$ cat config.mk
export PLATFORM = sky130hd
export DESIGN_NAME = sorted_insert_mem
export DESIGN_NICKNAME = d
export VERILOG_FILES = /design/src/rtl/sorted_insert_mem.sv
export SDC_FILE = /design/constraint.sdc
export NUM_CORES = 1
export LEC_CHECK = 0
export CELL_PAD_IN_SITES_DETAIL_PLACEMENT = 1
export CELL_PAD_IN_SITES_GLOBAL_PLACEMENT = 1
export CORE_MARGIN = 3
export CORE_UTILIZATION = 40
export CTS_BUF_LIST = sky130_fd_sc_hd__clkbuf_2 sky130_fd_sc_hd__clkbuf_4 sky130_fd_sc_hd__clkbuf_8
export DETAILED_ROUTE_END_ITERATION = 8
export PLACE_DENSITY = 0.72
export SLEW_MARGIN = 10
export SYNTH_ARGS = -nofsm -noshare
export SYNTH_HDL_FRONTEND = slang
export SYNTH_SLANG_ARGS = --single-unit
$ cat constraint.sdc
create_clock -name clk -period 6.5 [get_ports clk]
set_input_delay 0.65 -clock clk [delete_from_list [all_inputs] [get_ports clk]]
set_output_delay 0.65 -clock clk [all_outputs]
set_load 0.05 [all_outputs]
$ cat src/rtl/sorted_insert_mem.sv
// Sorted lookup-table builder: inserts 8-bit values into an ascending, stable array.
// Latency: an insert with k larger entries takes k+1 busy cycles; rd_data has 1 cycle latency.
// Backpressure: in_ready drops while inserting, when full, and during reset.
//
// Ports:
//   clk, reset    - clock; synchronous active-high reset (highest priority)
//   clear         - synchronous empty request; aborts any insertion in progress
//   in_data/in_valid/in_ready - value-to-insert handshake
//   rd_addr/rd_data - registered read port; slots at or above count read all-ones
//   count/full/busy - number of valid entries, count==DEPTH, insertion in progress
module sorted_insert_mem #(
  parameter int DEPTH  = 32,
  parameter int ADDR_W = 5,
  parameter int DATA_W = 8
) (
  input  logic              clk,
  input  logic              reset,
  input  logic              clear,
  input  logic [DATA_W-1:0] in_data,
  input  logic              in_valid,
  output logic              in_ready,
  input  logic [ADDR_W-1:0] rd_addr,
  output logic [DATA_W-1:0] rd_data,
  output logic [ADDR_W:0]   count,
  output logic              full,
  output logic              busy
);

  localparam logic [ADDR_W:0] DEPTH_C = (ADDR_W+1)'(DEPTH);
  localparam logic [ADDR_W:0] ONE_C   = (ADDR_W+1)'(1);

  typedef enum logic {
    S_IDLE,
    S_INSERT
  } state_e;

  state_e              state_q, state_d;
  logic [ADDR_W:0]     count_q, count_d;
  logic [ADDR_W:0]     p_q, p_d;       // slot currently being filled
  logic [DATA_W-1:0]   v_q, v_d;       // value being inserted
  logic [DATA_W-1:0]   rd_data_q;
  logic [DATA_W-1:0]   mem [DEPTH];

  // Single write port: either a one-slot shift or the final placement.
  logic                mem_we;
  logic [ADDR_W-1:0]   mem_waddr;
  logic [DATA_W-1:0]   mem_wdat;

  logic [ADDR_W-1:0]   wr_idx;
  logic [ADDR_W-1:0]   prev_idx;
  logic [DATA_W-1:0]   prev_dat;
  logic                do_shift;
  logic                rd_hit;

  assign full     = (count_q == DEPTH_C);
  assign busy     = (state_q == S_INSERT);
  assign in_ready = !reset && (state_q == S_IDLE) && !full;
  assign count    = count_q;
  assign rd_data  = rd_data_q;

  // p never exceeds DEPTH-1 while inserting (accept requires not full),
  // so its low ADDR_W bits address the table directly.
  assign wr_idx   = p_q[ADDR_W-1:0];
  assign prev_idx = wr_idx - ADDR_W'(1);
  assign prev_dat = mem[prev_idx];

  // Strictly-greater compare keeps duplicates after existing equal entries.
  assign do_shift = (p_q != '0) && (prev_dat > v_q);

  // Count is the pre-edge value, so a slot being filled this cycle still reads all-ones.
  assign rd_hit   = ({1'b0, rd_addr} < count_q);

  always_comb begin
    state_d   = state_q;
    count_d   = count_q;
    p_d       = p_q;
    v_d       = v_q;
    mem_we    = 1'b0;
    mem_waddr = wr_idx;
    mem_wdat  = v_q;

    case (state_q)
      S_IDLE: begin
        if (clear) begin
          count_d = '0;
        end else if (in_valid && in_ready) begin
          v_d     = in_data;
          p_d     = count_q;
          state_d = S_INSERT;
        end
      end

      S_INSERT: begin
        if (clear) begin
          // Shifts already done only touch slots that count=0 masks out.
          count_d = '0;
          state_d = S_IDLE;
        end else if (do_shift) begin
          mem_we   = 1'b1;
          mem_wdat = prev_dat;
          p_d      = p_q - ONE_C;
        end else begin
          mem_we   = 1'b1;
          mem_wdat = v_q;
          count_d  = count_q + ONE_C;
          state_d  = S_IDLE;
        end
      end

      default: begin
        state_d = S_IDLE;
      end
    endcase
  end

  always_ff @(posedge clk) begin
    if (reset) begin
      state_q   <= S_IDLE;
      count_q   <= '0;
      p_q       <= '0;
      v_q       <= '0;
      rd_data_q <= '0;
    end else begin
      state_q   <= state_d;
      count_q   <= count_d;
      p_q       <= p_d;
      v_q       <= v_d;
      rd_data_q <= rd_hit ? mem[rd_addr] : '1;
    end
  end

  // Table storage is not reset; unused slots are masked on read.
  always_ff @(posedge clk) begin
    if (mem_we && !reset) begin
      mem[mem_waddr] <= mem_wdat;
    end
  end

endmodule

==> results.py <==
metrics = {
    "status": {
        "outcome": "completed",
    },
    "place": {
        "place.gp.congestion": 0.894,
        "placed_cells": 1254,
        "port_buffers": 33,
        "hpwl_um": 24800,
        "placed_area_um2": 14400,
    },
    "sta": {
        "hold_viol": 0,
        "skew_ns": 0.0184,
        "min_period_ns": 5.33,
        "fin_tns_setup_ns": 0,
        "worstMarginPinSlew_ns": 1.15,
        "maxSlewViolCount": 0,
        "finalSetupViolCount": 0,
        "clock.fmax_mhz": 188,
        "maxSlewHeadroom_pct": 23.0,
        "fin_crit_sh_pct": 81.9,
        "rsz0062_at_grt": "no",
    },
    "floorplanning": {
        "dieArea_um2": 36400,
        "num_rows": 67,
        "die_height_um": 191,
        "design.portCount": 34,
        "die_w_um": 191,
        "coreArea_um2": 33600,
        "initial_core_util_pct": 40.7,
    },
    "critical_path": {
        "crit_arrival_ns": 5.72,
        "max_stage_delay_ns": 0.76,
        "cp_slowest_cell": "o21ai_2",
        "start_kind": "flop",
        "cp_cell_sequence": "inv_1, ha_2, buf_4, mux4_2, nand2_1, nand3_1, nand3_1, a31oi_1, ha_1, o21a_1, o21ai_0, a221oi_4, o2111ai_4, o21ai_2, buf_4",
        "crit_end": "mem[21][0]$_DFFE_PP_",
        "critPathTopFamily": "compound AO/OA/AOI/OAI gates",
        "path_max_fanout": 32,
        "worst-r2r-setup-slack_ns": 1.17,
        "path_depth": 15,
        "timing.critical_path.buf_inv": 3,
        "timing.rr.end": "mem[21][0]$_DFFE_PP_",
        "cp-startpoint": "p_q[0]$_SDFFE_PP0P_",
        "r2r-start": "p_q[0]$_SDFFE_PP0P_",
        "rr_worst_depth": 15,
        "end_kind": "flop",
        "worstSetupPathType": "reg2reg",
        "cp.required_ns": 6.90,
    },
    "clock_tree": {
        "clock-sinks": 285,
        "path_clk_slew_ns": 0.06,
        "cts_resized": 0,
        "hold_buffers": 0,
        "post_cts_buffers": 0,
        "clock_path_buffers": 3,
        "cts-root-buf": "clkbuf_8",
        "clock_latency_ns": 0.56,
        "htree_levels": 2,
        "cts_buffers": 47,
        "cts_tree": "yes",
    },
    "logic_synthesis": {
        "yosysSeqAreaShare_pct": 60.5,
        "avgSynthCellArea_um2": 16.8,
        "synth-adder-area-share_pct": 1.74,
        "yosysWarnings": 0,
        "yosys.area_share.simple_pct": 6.50,
        "synth_top_family_by_area": "multiplexers",
        "synthXorXnorAreaFrac_pct": 0.385,
        "synth_compound_area_share_pct": 3.09,
        "ys_types": 45,
        "syn_area_um2": 13700,
        "syn_inst": 815,
        "synth_seq_cells": 285,
        "syn_nets": 851,
        "synthMuxAreaShare_pct": 25.4,
    },
    "cells_and_area": {
        "drive_gt1_share_pct": 27.7,
        "area_delta_synth_final_pct": 12.3,
        "finalNonFillerCells": 1341,
        "nets": 891,
        "antenna_cells": 0,
        "final_cell_mix": "edfxtp_1 (256), mux4_2 (144), nand2_1 (82)",
        "fill_cells": 3215,
        "stdcell_area_um2": 15300,
        "ff_latch_area_um2": 8270,
        "final_common_cell": "edfxtp_1",
        "multi_input_area_um2": 5100,
    },
    "route": {
        "wl_met3_um": 3100,
        "dr_total_vias": 8109,
        "drtIter0Drc": 893,
        "wl_met1_um": 15700,
        "wire_per_inst_um": 27.7,
        "drt_pass1_iterations": 5,
        "routed_wl_um": 37200,
        "drc": 0,
        "top_layer": "met4",
        "routed_via_density": 6.05,
        "ant_nets": 0,
        "wl_met2_um": 17400,
    },
    "grt": {
        "grt_max_degree": 49,
        "globalRouteTotalUtil_pct": 20.5,
        "grt_antenna_before_repair": 0,
        "grt_overflow_total": 0,
        "grt_pass1_vias": 8319,
        "grt_pass1_wl_um": 55000,
    },
    "power_and_ir_drop": {
        "p_leak_nw": 4.89,
        "irDropWorstVdd_v": 0.000156,
        "powerDensity_nw_per_um2": 250,
    },
    "hold_path": {
        "hp-class": "reg2reg",
    },
    "run": {
        "drv_cap": 0,
    },
}
[sequential cells by signal (all words and copies together) (netlist names)]
signal and cells:
mem 256, rd_data 8, v_q 8, count 6
p_q 6, busy 1
[cells in the mapped netlist (all sizes together)]
cell     count  area [um2]
nand3       47         235
nand3b       2        15.0
mux4       144        3240
clkbuf      20        75.1
edfxtp     256        7690
nand2       82         308
or2          3        18.8
o22ai        3        18.8
o21bai       1        7.51
xnor2        4        35.0
a2bb2oi      1        8.76
a21boi       1        7.51
a31oi        7        43.8
a21o         3        22.5
ha          19         238
a211o        1        8.76
mux2         8        90.1
a221oi       1        26.3
dfxtp       29         581
o2111ai      1        26.3
o211ai       1        7.51
nand4        5        31.3
o311ai       2        17.5
mux2i       14         140
a21oi       20         100
o31ai        7        52.6
inv         19        71.3
xor2         2        17.5
and4         1        8.76
nand2b       3        18.8
or3          5        31.3
o31a         1        8.76
nor3         4        20.0
nor2        48         183
buf         35         178
nor2b        3        18.8
o21ai       11        58.8
o21a         1        7.51
[metrics by stage]
stage / utilization [%] / setup slack (ns) / hold slack [ns] / power, mW
after detailed placement: 43.0 / 1.12 / 0.495 / 2.35
final: 45.7 / 1.17 / 0.503 / 3.84
after global routing: 45.7 / 0.638 / 0.537 / 3.98
after floorplan: - / 0.906 / 0.464 / 2.25
after global placement: 43.0 / 1.24 / 0.484 / 2.35
after CTS: 45.7 / 1.10 / 0.507 / 3.88
[tightest hold or removal path: cells and delay by family, from the launching register on]
kind / cells / cell delay [ns]
DFF: 1 / 0.31
buffers and inverters: 1 / 0.07
AOI/OAI and AO/OA: 1 / 0.07
[layer usage]
| metal | vias to the layer above | track usage, % |
|---|---|---|
| li1 | 3388 | - |
| met1 | 4274 | 29.3 |
| met2 | 378 | 32.0 |
| met3 | 69 | 4.32 |
| met4 | 0 | 6.07 |
| met5 | - | 0 |
[power breakdown]
group          switching (mW)  leakage [nW]  internal, mW
sequential            0.00751          2.59          2.01
clock                   0.700         0.479         0.820
combinational           0.186          1.82         0.117
total                   0.894          4.89          2.94
[final cells by class]
type	instances	share of cell area, %
Clock buffer	56	4.74
Sequential cell	285	53.9
Tap cell	448	3.65
Multi-Input combinational cell	456	33.2
Inverter	19	0.465
Clock inverter	31	1.17
Timing Repair Buffer	46	2.84
[logic make-up (layout without fill, tap and decap cells)]
kind of cell / after synthesis / after routing
simple gates: 203 / 203
mux: 166 / 166
buf+inv: 74 / 152
flops: 285 / 285
fa+ha+maj: 19 / 19
compound gates: 62 / 62
xor+xnor: 6 / 6
[worst min-delay path by stage]
stage,endpoint,cells after the start,start
global placement,v_q[4]$_SDFFE_PP0P_,2,v_q[4]$_SDFFE_PP0P_
floorplan,v_q[1]$_SDFFE_PP0P_,2,v_q[1]$_SDFFE_PP0P_
finish,v_q[4]$_SDFFE_PP0P_,2,v_q[4]$_SDFFE_PP0P_
CTS,v_q[4]$_SDFFE_PP0P_,2,v_q[4]$_SDFFE_PP0P_
detailed placement,v_q[4]$_SDFFE_PP0P_,2,v_q[4]$_SDFFE_PP0P_
global route,v_q[6]$_SDFFE_PP0P_,2,v_q[6]$_SDFFE_PP0P_
No activity file was read; power rests on OpenSTA's default activity.
